[src/rtl/pipe_bus_arbiter_if.sv]
// Request/response and shared-bus signals between the fetch/MEM stages, the arbiter and the bus slave.
// Pure wiring bundle, no latency; flow control is the req/done and cyc/ack handshakes it carries.
// master = arbiter side, slave = pipeline stages and bus slave.
interface pipe_bus_arbiter_if;
    logic        if_req;
    logic [31:0] if_addr;
    logic        mem_req;
    logic        mem_we;
    logic [31:0] mem_addr;
    logic [31:0] mem_wdata;
    logic [3:0]  mem_sel;
    logic        flush;
    logic        bus_cyc;
    logic        bus_we;
    logic [31:0] bus_addr;
    logic [31:0] bus_wdata;
    logic [3:0]  bus_sel;
    logic        bus_ack;
    logic [31:0] bus_rdata;
    logic [31:0] if_rdata;
    logic        if_done;
    logic [31:0] mem_rdata;
    logic        mem_done;
    logic        bus_err;
    logic [5:0]  stall;

    modport master (
        input  if_req, if_addr, mem_req, mem_we, mem_addr, mem_wdata, mem_sel, flush,
        input  bus_ack, bus_rdata,
        output bus_cyc, bus_we, bus_addr, bus_wdata, bus_sel,
        output if_rdata, if_done, mem_rdata, mem_done, bus_err, stall
    );

    modport slave (
        output if_req, if_addr, mem_req, mem_we, mem_addr, mem_wdata, mem_sel, flush,
        output bus_ack, bus_rdata,
        input  bus_cyc, bus_we, bus_addr, bus_wdata, bus_sel,
        input  if_rdata, if_done, mem_rdata, mem_done, bus_err, stall
    );
endinterface

[src/rtl/pipe_bus_arbiter.sv]
// Shares one memory bus between instruction fetch and the MEM stage, data first, with a timeout watchdog.
// Latency: bus_cyc one cycle after a sampled request; done pulse one cycle after bus_ack (2 cycles minimum).
// Backpressure: requesters hold req until done; stall vector freezes the pipeline while an access is pending.
module pipe_bus_arbiter #(
    parameter int TIMEOUT = 16,
    parameter int CNT_W   = 5
) (
    input logic                clk,
    input logic                rst,
    pipe_bus_arbiter_if.master bus
);
    typedef enum logic [1:0] {
        IDLE    = 2'd0,
        IFETCH  = 2'd1,
        DACCESS = 2'd2
    } state_t;

    localparam logic [CNT_W-1:0] WD_LAST = CNT_W'(TIMEOUT - 1);

    state_t           state;
    state_t           state_nxt;
    logic [CNT_W-1:0] wd;
    logic             expire;

    logic             cyc_q;
    logic             we_q;
    logic [31:0]      addr_q;
    logic [31:0]      wdata_q;
    logic [3:0]       sel_q;
    logic [31:0]      if_rdata_q;
    logic [31:0]      mem_rdata_q;
    logic             if_done_q;
    logic             mem_done_q;
    logic             err_q;
    logic [5:0]       stall_c;

    assign expire = (wd == WD_LAST) && !bus.bus_ack;

    always_ff @(posedge clk) begin
        if (rst) state <= IDLE;
        else     state <= state_nxt;
    end

    always_comb begin
        state_nxt = state;
        unique case (state)
            IDLE: begin
                if (bus.mem_req)                    state_nxt = DACCESS;
                else if (bus.if_req && !bus.flush)  state_nxt = IFETCH;
            end
            IFETCH: begin
                if (bus.flush || bus.bus_ack || expire) state_nxt = IDLE;
            end
            DACCESS: begin
                if (bus.bus_ack || expire) state_nxt = IDLE;
            end
            default: state_nxt = IDLE;
        endcase
    end

    // Bus drive, capture registers and the watchdog share the state decode above.
    always_ff @(posedge clk) begin
        if (rst) begin
            cyc_q       <= 1'b0;
            we_q        <= 1'b0;
            addr_q      <= '0;
            wdata_q     <= '0;
            sel_q       <= '0;
            if_rdata_q  <= '0;
            mem_rdata_q <= '0;
            if_done_q   <= 1'b0;
            mem_done_q  <= 1'b0;
            err_q       <= 1'b0;
            wd          <= '0;
        end else begin
            if_done_q  <= 1'b0;
            mem_done_q <= 1'b0;
            err_q      <= 1'b0;
            unique case (state)
                IDLE: begin
                    wd <= '0;
                    if (bus.mem_req) begin
                        cyc_q   <= 1'b1;
                        we_q    <= bus.mem_we;
                        addr_q  <= bus.mem_addr;
                        wdata_q <= bus.mem_wdata;
                        sel_q   <= bus.mem_sel;
                    end else if (bus.if_req && !bus.flush) begin
                        cyc_q  <= 1'b1;
                        we_q   <= 1'b0;
                        addr_q <= bus.if_addr;
                        sel_q  <= 4'hF;
                    end
                end
                IFETCH: begin
                    // A flush wins over a same-cycle ack or timeout: the fetch is simply dropped.
                    if (bus.flush) begin
                        cyc_q <= 1'b0;
                    end else if (bus.bus_ack) begin
                        cyc_q      <= 1'b0;
                        if_rdata_q <= bus.bus_rdata;
                        if_done_q  <= 1'b1;
                    end else if (expire) begin
                        cyc_q      <= 1'b0;
                        if_rdata_q <= '0;
                        if_done_q  <= 1'b1;
                        err_q      <= 1'b1;
                    end else begin
                        wd <= wd + 1'b1;
                    end
                end
                DACCESS: begin
                    if (bus.bus_ack) begin
                        cyc_q      <= 1'b0;
                        mem_done_q <= 1'b1;
                        if (!we_q) mem_rdata_q <= bus.bus_rdata;
                    end else if (expire) begin
                        cyc_q       <= 1'b0;
                        mem_rdata_q <= '0;
                        mem_done_q  <= 1'b1;
                        err_q       <= 1'b1;
                    end else begin
                        wd <= wd + 1'b1;
                    end
                end
                default: cyc_q <= 1'b0;
            endcase
        end
    end

    // A fetch queued behind a data access sees the full data stall.
    always_comb begin
        stall_c = 6'b000000;
        if (rst)
            stall_c = 6'b000000;
        else if (bus.mem_req && !mem_done_q)
            stall_c = 6'b011111;
        else if (bus.if_req && !if_done_q && !bus.flush)
            stall_c = 6'b000011;
    end

    assign bus.bus_cyc   = cyc_q;
    assign bus.bus_we    = we_q;
    assign bus.bus_addr  = addr_q;
    assign bus.bus_wdata = wdata_q;
    assign bus.bus_sel   = sel_q;
    assign bus.if_rdata  = if_rdata_q;
    assign bus.if_done   = if_done_q;
    assign bus.mem_rdata = mem_rdata_q;
    assign bus.mem_done  = mem_done_q;
    assign bus.bus_err   = err_q;
    assign bus.stall     = stall_c;
endmodule
[src/flat_wrapper.sv]
// flat-port wrapper written by rule: the top's interface ports become plain ports
module pipe_bus_arbiter_flat 
#(
    parameter int TIMEOUT = 16,
    parameter int CNT_W   = 5
)
  (clk, rst, bus_if_req, bus_if_addr, bus_mem_req, bus_mem_we, bus_mem_addr, bus_mem_wdata, bus_mem_sel, bus_flush, bus_bus_ack, bus_bus_rdata, bus_bus_cyc, bus_bus_we, bus_bus_addr, bus_bus_wdata, bus_bus_sel, bus_if_rdata, bus_if_done, bus_mem_rdata, bus_mem_done, bus_bus_err, bus_stall);
  pipe_bus_arbiter_if bus_i ();
  input logic clk;
  input logic rst;
  input wire logic [$bits(bus_i.if_req)-1:0] bus_if_req;
  input wire logic [$bits(bus_i.if_addr)-1:0] bus_if_addr;
  input wire logic [$bits(bus_i.mem_req)-1:0] bus_mem_req;
  input wire logic [$bits(bus_i.mem_we)-1:0] bus_mem_we;
  input wire logic [$bits(bus_i.mem_addr)-1:0] bus_mem_addr;
  input wire logic [$bits(bus_i.mem_wdata)-1:0] bus_mem_wdata;
  input wire logic [$bits(bus_i.mem_sel)-1:0] bus_mem_sel;
  input wire logic [$bits(bus_i.flush)-1:0] bus_flush;
  input wire logic [$bits(bus_i.bus_ack)-1:0] bus_bus_ack;
  input wire logic [$bits(bus_i.bus_rdata)-1:0] bus_bus_rdata;
  output wire logic [$bits(bus_i.bus_cyc)-1:0] bus_bus_cyc;
  output wire logic [$bits(bus_i.bus_we)-1:0] bus_bus_we;
  output wire logic [$bits(bus_i.bus_addr)-1:0] bus_bus_addr;
  output wire logic [$bits(bus_i.bus_wdata)-1:0] bus_bus_wdata;
  output wire logic [$bits(bus_i.bus_sel)-1:0] bus_bus_sel;
  output wire logic [$bits(bus_i.if_rdata)-1:0] bus_if_rdata;
  output wire logic [$bits(bus_i.if_done)-1:0] bus_if_done;
  output wire logic [$bits(bus_i.mem_rdata)-1:0] bus_mem_rdata;
  output wire logic [$bits(bus_i.mem_done)-1:0] bus_mem_done;
  output wire logic [$bits(bus_i.bus_err)-1:0] bus_bus_err;
  output wire logic [$bits(bus_i.stall)-1:0] bus_stall;
  assign bus_i.if_req = bus_if_req;
  assign bus_i.if_addr = bus_if_addr;
  assign bus_i.mem_req = bus_mem_req;
  assign bus_i.mem_we = bus_mem_we;
  assign bus_i.mem_addr = bus_mem_addr;
  assign bus_i.mem_wdata = bus_mem_wdata;
  assign bus_i.mem_sel = bus_mem_sel;
  assign bus_i.flush = bus_flush;
  assign bus_i.bus_ack = bus_bus_ack;
  assign bus_i.bus_rdata = bus_bus_rdata;
  assign bus_bus_cyc = bus_i.bus_cyc;
  assign bus_bus_we = bus_i.bus_we;
  assign bus_bus_addr = bus_i.bus_addr;
  assign bus_bus_wdata = bus_i.bus_wdata;
  assign bus_bus_sel = bus_i.bus_sel;
  assign bus_if_rdata = bus_i.if_rdata;
  assign bus_if_done = bus_i.if_done;
  assign bus_mem_rdata = bus_i.mem_rdata;
  assign bus_mem_done = bus_i.mem_done;
  assign bus_bus_err = bus_i.bus_err;
  assign bus_stall = bus_i.stall;
  pipe_bus_arbiter #(.TIMEOUT(TIMEOUT), .CNT_W(CNT_W)) u_core (.clk(clk), .rst(rst), .bus(bus_i));
endmodule
[config.mk]
export PLATFORM = sky130hd
export DESIGN_NAME = pipe_bus_arbiter_flat
export DESIGN_NICKNAME = d
export VERILOG_FILES = /design/src/rtl/pipe_bus_arbiter_if.sv /design/src/rtl/pipe_bus_arbiter.sv /design/src/flat_wrapper.sv
export SDC_FILE = /design/constraint.sdc
export NUM_CORES = 1
export LEC_CHECK = 0
export CORE_MARGIN = 2
export CORE_UTILIZATION = 36
export CTS_BUF_LIST = sky130_fd_sc_hd__clkbuf_16
export CTS_CLUSTER_DIAMETER = 50
export DETAILED_ROUTE_END_ITERATION = 8
export PLACE_DENSITY = 0.83
export SLEW_MARGIN = 20
export SYNTH_ARGS = -nofsm -noshare
export SYNTH_HDL_FRONTEND = slang
export SYNTH_SLANG_ARGS = --single-unit
[constraint.sdc]
create_clock -name clk -period 1.6 [get_ports clk]
set_input_delay 0.32 -clock clk [delete_from_list [all_inputs] [get_ports clk]]
set_output_delay 0.32 -clock clk [all_outputs]
set_load 0.02 [all_outputs]
==> results of run 1 <==
==> cells in the mapped netlist (3+ instances only) <==
| library cell | count | share of area |
|---|---|---|
| sky130_fd_sc_hd__dfxtp_1 | 144 | 0.52 |
| sky130_fd_sc_hd__nor2_1 | 106 | 0.072 |
| sky130_fd_sc_hd__nand2_1 | 71 | 0.049 |
| sky130_fd_sc_hd__a22oi_1 | 64 | 0.087 |
| sky130_fd_sc_hd__a21oi_1 | 38 | 0.035 |
| sky130_fd_sc_hd__mux2i_1 | 32 | 0.058 |
| sky130_fd_sc_hd__a211oi_1 | 22 | 0.030 |
| sky130_fd_sc_hd__buf_2 | 21 | 0.019 |
| sky130_fd_sc_hd__clkbuf_1 | 20 | 0.014 |
| sky130_fd_sc_hd__a211oi_2 | 10 | 0.023 |
| sky130_fd_sc_hd__buf_4 | 9 | 0.012 |
| sky130_fd_sc_hd__ha_1 | 6 | 0.014 |
| sky130_fd_sc_hd__o21ai_0 | 6 | 0.0055 |
| sky130_fd_sc_hd__nor3_1 | 4 | 0.0036 |
| sky130_fd_sc_hd__nor3b_1 | 4 | 0.0055 |
| sky130_fd_sc_hd__and2_1 | 3 | 0.0034 |
| sky130_fd_sc_hd__inv_1 | 3 | 0.0020 |
| sky130_fd_sc_hd__nand2b_1 | 3 | 0.0034 |
| sky130_fd_sc_hd__nor2b_1 | 3 | 0.0034 |
==> tightest hold or removal path, delay by kind of cell <==
kind	cells	cell delay, ns
buffers and inverters	2	0.28
AO/OA/AOI/OAI	1	0.03
==> metrics by stage <==
stage                      util  std cells  hold slack (ns)  total power, mW
after floorplan               -        596            0.432             5.01
after global placement    0.575       1043            0.439             6.05
after detailed placement  0.575       1043            0.446             6.09
after CTS                 0.631       1088            0.236             10.1
after global routing      0.648       1095            0.264             10.5
final                     0.648       1095            0.267             10.1
==> report_power, final <==
group	switching [mW]	total (mW)	internal (mW)
Sequential	0.123	3.95	3.82
Clock	1.63	4.10	2.47
Combinational	1.10	2.10	1.00
Total	2.85	10.1	7.30
==> kinds of logic (layout without fill, tap and decap cells) <==
group                    after synthesis  in the layout
AND/OR/NAND/NOR                      208            208
flip-flops                           144            144
buffers and inverters                 56            367
AO/OA/AOI/OAI                        149            149
adder cells (fa/ha/maj)                6              6
multiplexers                          32             32
other                                  1              1
==> final timing paths <==
| check | endpoint | slack (ns) | depth (start not counted) |
|---|---|---|---|
| worst min register to register | u_core.bus.bus_wdata[6]$_SDFFE_PP0P_ | 0.45 | 2 |
| worst max-delay path | u_core.wd[2]$_SDFFE_PP0P_ | -0.16 | 8 |
| worst min-delay path | u_core.state[0]$_SDFFE_PP0P_ | 0.27 | 3 |
| worst max register to register | u_core.wd[2]$_SDFFE_PP0P_ | -0.16 | 8 |
==> state kept, by name, indices dropped and copies added (netlist names) <==
name / count
u_core.bus.mem_done: 1
u_core.bus.if_rdata: 32
u_core.bus.bus_sel: 4
u_core.state: 2
u_core.bus.bus_cyc: 1
u_core.bus.bus_we: 1
u_core.wd: 5
u_core.bus.bus_addr: 32
u_core.bus.mem_rdata: 32
u_core.bus.bus_err: 1
u_core.bus.bus_wdata: 32
u_core.bus.if_done: 1
==> metal layers <==
| metal | wire length (um) | up-vias |
|---|---|---|
| met5 | 0 | - |
| met4 | 356 | 0 |
| met3 | 1440 | 28 |
| met2 | 9370 | 193 |
| met1 | 7570 | 2629 |
| li1 | - | 2671 |
==> area by class of cell <==
cell class / count / area share
clock buffer: 17 / 0.0437
clock inverter: 15 / 0.0190
inverter: 3 / 0.00116
multi-input combinational: 396 / 0.280
sequential: 144 / 0.296
tap: 188 / 0.0241
timing repair buffer: 332 / 0.336
==> repair_timing <==
action / CTS / global route
endpoints found under the hold margin: 0 / 0
endpoints found under the setup margin: 208 / 96
gates resized for setup: 215 / 37
pin swaps: 12 / 13
setup buffers: 10 / 4
gates cloned: 4 / 3
==> parameters.txt, run 1 <==
Parameter                              Value

Floorplan
  Die height ... 128 um
  Die footprint ... 16,300 sq um
  Horiz. Die Dim ... 128 um
  Standard cell core area ... 15,000 sq um
  Effective utilization at floorplan ... 0.365
  Top-level port count ... 282
  FP Rows ... 45

Timing
  Max Clk Rate ... 567 MHz
  Setup TNS after final layout ... -4.19 ns
  RSZ-0062 raised after global routing ... yes
  Share of the clock period used by the worst path ... 1.10
  Slew headroom ... 0.602
  Number of max-slew violations in the final report ... 0
  Tightest Pin Transition ... 0.597 ns
  Final setup violating endpoints ... 70
  Number of hold violations in the final report ... 0
  Worst clock skew ... 0.00680 ns
  Final critical-path setup slack ... -0.165 ns
  Final critical delay including setup and external delays ... 1.76 ns

GRT
  Antenna violations before repair ... 0
  Wire length of the first global-routing pass ... 28,100 um
  Largest net degree at the start of global routing ... 57
  Met2 track demand over resource ... 0.387
  Vias in the first global route ... 5,453
  Met1 global-route usage ... 0.248
  GRT met3 Usage ... 0.0745
  Global route overflow ... 0
  Busiest layer in global routing ... met2
  Tot GR Track Use ... 0.219

Layout
  Total inserted antenna cells ... 0
  Area of combinational cells with multiple inputs ... 2730 sq um
  Sequential cell area ... 2890 sq um
  Highest-count cells in the layout ignoring fill and taps ... sky130_fd_sc_hd__dfxtp_1 (141), sky130_fd_sc_hd__dlygate4sd2_1 (137), sky130_fd_sc_hd__clkdlybuf4s50_1 (136), sky130_fd_sc_hd__nor2_1 (106), sky130_fd_sc_hd__nand2_1 (71)
  Commonest non-fill, non-tap cell in the layout ... sky130_fd_sc_hd__dfxtp_1
  Ratio of cells with drive above 1 in the final layout ... 0.197
  Post-layout instance area ... 9750 sq um
  Number of nets in the finished design ... 1,039
  Layout overhead on the synthesized area ... 77.4%
  Total of fill cells in the finished design ... 1,198

Clocking
  Clock tree sinks ... 144
  Count of hold buffers inserted by post-cts repair ... 0
  Buffers from clock root to sink, at most ... 2
  Clock tree from TritonCTS ... done
  Number of H-tree levels ... 4
  Clock-pin slew reported for the worst setup and hold paths after clock tree synthesis ... 0.06 ns
  Latest clock arrival within the worst-skew pair ... 0.42 ns
  CTS buffer count ... 17
  Clock root buffer master ... sky130_fd_sc_hd__clkbuf_16

Setup path
  Class of the most critical setup path ... reg -> reg
  Critical Path Start ... u_core.wd[1]$_SDFFE_PP0P_
  Most common cell type on the critical path ... sky130_fd_sc_hd__ha_4
  Worst-path maximum fanout ... 4
  Required time of the critical path ... 1.95 ns
  Cell Chain, Critical Path ... ha_4 > and3_4 > ha_4 > buf_6 > nor2_4 > nand3_2 > or3b_1 > a21oi_1
  Master of the slowest instance on the critical path ... sky130_fd_sc_hd__or3b_1
  Crit path launch type ... register
  CP Buf/Inv Count ... 1
  Category of cells accounting for the largest share of critical-path delay ... simple AND/OR/NAND/NOR gates
  Endpoint type of the worst setup path ... register
  Endpoint arrival time on the critical path ... 2.12 ns
  Slowest stage delay, CP ... 0.39 ns
  Source of the worst register-to-register timing path ... u_core.wd[1]$_SDFFE_PP0P_

Status
  Violated checks ... setup timing
  Outcome ... finished, violations left

Placement
  Number of port buffers ... 280
  RePlAce Congestion ... 0.779
  HPWL reported at the end of detailed placement ... 11,900 um
  Placement-stage worst setup slack ... -0.472 ns
  Standard cell area after detailed placement ... 8640 sq um

Yosys
  Part of the Yosys area used for sequential elements ... 0.525
  Post-synthesis register bit count ... 144
  Async set or reset register ratio after synthesis ... 0
  Synthesized-area fraction occupied by xor and xnor cells ... 0
  Post-Synth Adder-Cell Area ... 0.0137
  Area share of and/or/nand/nor cells after synthesis ... 0.159
  Number of flops mapped to enable cells by yosys ... 0
  Count of distinct cell types in the synthesized netlist ... 40
  Cells after Synth ... 596
  Avg Synthesized Cell Area ... 9.22 sq um
  Yosys Warn Count ... 0
  Share of the synthesized area in compound gates (AO/OA/AOI/OAI) ... 0.192
  Main synth FF type ... sky130_fd_sc_hd__dfxtp_1
  Largest family of logic cells by synthesized area ... compound AO/OA/AOI/OAI gates
  Synthesized netlist net count ... 741
  Multiplexer share of the synthesized area ... 0.0583
  Area of the mapped netlist ... 5490 sq um

Route
  WL/cell ... 17.1 um
  Detailed-route wire length ... 18,700 um
  Vias per cell ... 5.04
  Number of detailed-routing iterations run before antenna repair ... 4
  Count of routing violations after the opening detailed-route iteration ... 242
  Number of nets with antenna violations after routing ... 0
  Total number of vias ... 5,521
  Number of design rule violations left after detail routing ... 0

Run
  Max Cap Viol ... 0

Power and ir drop
  Leakage power of the design ... 4.26 nW
  Worst vdd ir ... 0.645 mV
  P per Cell Area ... 1040 nW/um^2

Hold path
  HP Start ... rst
  Min-Delay Path Class ... in -> reg
(Power assumes the default switching activity.)
==> run 2: changes to the inputs <==
- CORE_ASPECT_RATIO: not set -> 0.7
==> parameters.txt, run 2 (synthesis results as in run 1) <==
Parameter                              Value

Power and ir drop
  Net Switching ... 2.81 mW (-1.3%)
  P per Cell Area ... 1030 nW/um^2 (-0.62%)
  Proportion of power drawn by flip-flops and latches ... 0.403 (+0.014)
  Combinational share of power ... 0.205 (-0.002)
  Tot Pwr ... 9.78 mW (-3.6%)
  Sw frac ... 0.287 (+0.00661)
  Internal Pwr Total ... 6.97 mW (-4.5%)
  Clock power share ... 0.392 (-0.012)
  Worst vdd ir ... 0.690 mV (+6.9%)
  Leakage power of the design ... 4.16 nW (-2.6%)

Floorplan
  Horiz. Die Dim ... 152 um (+19%)
  Die height ... 107 um (-16%)
  Top-level port count ... 282 (unchanged)
  Die footprint ... 16,300 sq um (about the same)
  Standard cell core area ... 14,800 sq um (-1.5%)
  Effective utilization at floorplan ... 0.371 (+0.00540)
  FP Rows ... 37 (-18%)

Clocking
  Number of H-tree levels ... 4 (unchanged)
  CTS buffer count ... 17 (unchanged)
  Clock tree from TritonCTS ... done
  Clock-pin slew reported for the worst setup and hold paths after clock tree synthesis ... 0.06 ns (about the same)
  Buffers from clock root to sink, at most ... 2 (unchanged)
  Clock root buffer master ... sky130_fd_sc_hd__clkbuf_16
  Latest clock arrival within the worst-skew pair ... 0.41 ns (about the same)
  Clock tree sinks ... 144 (unchanged)

GRT
  Antenna violations before repair ... 0 (unchanged)
  Vias in the first global route ... 5,292 (-3.0%)
  Wire length of the first global-routing pass ... 26,300 um (-6.6%)
  Largest net degree at the start of global routing ... 57 (unchanged)
  Tot GR Track Use ... 0.203 (-0.0161)
  Global route overflow ... 0 (unchanged)

Placement
  Count of placed standard cells including taps ... 1,050 (+0.67%)
  Number of port buffers ... 280 (unchanged)
  Placement-stage worst setup slack ... -0.400 ns (+0.0719 ns)
  Standard cell area after detailed placement ... 8650 sq um (+0.10%)
  HPWL reported at the end of detailed placement ... 11,400 um (-4.8%)
  RePlAce Congestion ... 0.737 (-5.4%)

Setup path
  Endpoint arrival time on the critical path ... 2.00 ns (-0.12 ns)
  Minimum setup slack among reg-to-reg paths ... -0.08 ns (+0.08 ns)
  Worst-path maximum fanout ... 8 (+4)
  Crit path launch type ... register
  Endpoint type of the worst setup path ... register
  Class of the most critical setup path ... reg -> reg
  Required time of the critical path ... 1.92 ns (-0.03 ns)

Layout
  Layout overhead on the synthesized area ... 72.1%
  Sequential cell area ... 2890 sq um (unchanged)
  Ratio of cells with drive above 1 in the final layout ... 0.166 (-0.0312)
  Commonest non-fill, non-tap cell in the layout ... sky130_fd_sc_hd__dfxtp_1
  Highest-count cells in the layout ignoring fill and taps ... sky130_fd_sc_hd__dfxtp_1 (141), sky130_fd_sc_hd__dlygate4sd2_1 (137), sky130_fd_sc_hd__clkdlybuf4s50_1 (136), sky130_fd_sc_hd__nor2_1 (106), sky130_fd_sc_hd__nand2_1 (71)
  Post-Route Utilization ... 0.638 (-0.0102)
  Number of nets in the finished design ... 1,029 (-0.96%)
  Post-layout instance area ... 9450 sq um (-3.0%)
  Area of combinational cells with multiple inputs ... 2630 sq um (-3.4%)
  Filler-free cell count of the finished design ... 1,092 (-0.27%)
  Total inserted antenna cells ... 0 (unchanged)
  Total of fill cells in the finished design ... 1,268 (+5.8%)

Timing
  Number of max-slew violations in the final report ... 0 (unchanged)
  RSZ-0062 raised after global routing ... yes
  Final critical-path setup slack ... -0.0849 ns (+0.0800 ns)
  Share of the clock period used by the worst path ... 1.05 (-0.0500)
  Setup TNS after final layout ... -2.94 ns (+1.25 ns)
  Final setup violating endpoints ... 66 (-5.7%)
  Tightest Pin Transition ... 0.603 ns (+0.00605 ns)
  Final critical delay including setup and external delays ... 1.68 ns (-0.0800 ns)
  Worst clock skew ... 0.0158 ns (+0.00899 ns)
  Slew headroom ... 0.598 (-0.00403)
  Worst Hold Slack ... 0.300 ns (+0.0327 ns)
  Number of hold violations in the final report ... 0 (unchanged)
  Max Clk Rate ... 594 MHz (+4.7%)

Status
  Outcome ... finished, violations left
  Violated checks ... setup timing

Route
  Met2 Wirelength ... 8410 um (-10%)
  Count of routing violations after the opening detailed-route iteration ... 166 (-31%)
  Vias per cell ... 4.93 (-2.2%)
  Met1 Routed Length ... 7060 um (-6.7%)
  WL/cell ... 15.9 um (-7.1%)
  Number of nets with antenna violations after routing ... 0 (unchanged)
  Number of design rule violations left after detail routing ... 0 (unchanged)
  Detailed-route wire length ... 17,400 um (-7.4%)
  Number of detailed-routing iterations run before antenna repair ... 5 (+1)
  Total number of vias ... 5,382 (-2.5%)
  Length of routed met3 wiring ... 1690 um (+18%)
  Highest Signal Layer ... met4

Hold path
  Min-Delay Path Class ... in -> reg

Run
  Max Cap Viol ... 0 (unchanged)
[run 2: changes by cell type in the layout (fill, tap and decap cells not counted), moves of 2 or more]
cell and change:
sky130_fd_sc_hd__a22oi_1 +15, sky130_fd_sc_hd__a22oi_2 -15, sky130_fd_sc_hd__buf_16 -3, sky130_fd_sc_hd__buf_4 -3, sky130_fd_sc_hd__clkinvlp_4 -3, sky130_fd_sc_hd__o21ai_1 +3
sky130_fd_sc_hd__buf_12 -2, sky130_fd_sc_hd__buf_6 -2, sky130_fd_sc_hd__bufinv_16 -2, sky130_fd_sc_hd__inv_8 +2, sky130_fd_sc_hd__o21ai_0 -2
[run 2: cell type report]
type | count | area share
Clock inverter | 15 | 0.0163
Sequential cell | 144 | 0.305
Inverter | 3 | 0.00119
Multi-Input combinational cell | 396 | 0.279
Clock buffer | 17 | 0.0450
Tap cell | 195 | 0.0258
Timing Repair Buffer | 322 | 0.328
[run 2: power groups by stage]
stage / logic (mW) / clock network, mW / registers, mW
after global routing: 2.17 / 4.11 / 3.97
final: 2.00 / 3.84 / 3.94
after CTS: 1.96 / 3.94 / 3.94
after detailed placement: 2.03 / 0 / 4.02
after global placement: 2.01 / 0 / 4.01
after floorplan: 0.712 / 0 / 4.30
[run 2: path summary, 6_finish.rpt]
check | startpoint | endpoint | depth (start not counted)
max reg2reg | u_core.wd[1]$_SDFFE_PP0P_ | u_core.bus.mem_rdata[20]$_SDFFE_PP0P_ | 8
min | rst | u_core.bus.bus_addr[14]$_SDFFE_PP0P_ | 3
min reg2reg | u_core.bus.bus_wdata[30]$_SDFFE_PP0P_ | u_core.bus.bus_wdata[30]$_SDFFE_PP0P_ | 2
max | u_core.wd[1]$_SDFFE_PP0P_ | u_core.bus.mem_rdata[20]$_SDFFE_PP0P_ | 8
[run 2: layer usage]
layer  vias to the layer above  global-route usage
li1                       2643                   -
met1                      2524               0.238
met2                       197               0.348
met3                        18              0.0814
met4                         0              0.0489
met5                         -                   0
[run 2: what timing repair did]
item | CTS | global route
hold buffers | 0 | 0
gates resized for setup | 192 | 42
setup buffers | 5 | 3
setup endpoints to repair | 191 | 103
pin swaps | 7 | 8
cloned | 3 | 2
[run 2: worst max-delay path, cell delays in order (launching register included)]
cell and delay [ns]:
sky130_fd_sc_hd__dfxtp_2 0.34, sky130_fd_sc_hd__ha_4 0.16, sky130_fd_sc_hd__and3_4 0.18, sky130_fd_sc_hd__ha_4 0.17
sky130_fd_sc_hd__nor2b_4 0.13, sky130_fd_sc_hd__o21ai_4 0.20, sky130_fd_sc_hd__buf_6 0.22, sky130_fd_sc_hd__a22oi_2 0.07
sky130_fd_sc_hd__nor2_1 0.13
==> run 3: changes to the inputs <==
- GPL_TIMING_DRIVEN: not set -> 1
==> results of run 3 <==
Same layout as run 2: the final DEF is identical, and so are final timing and power.
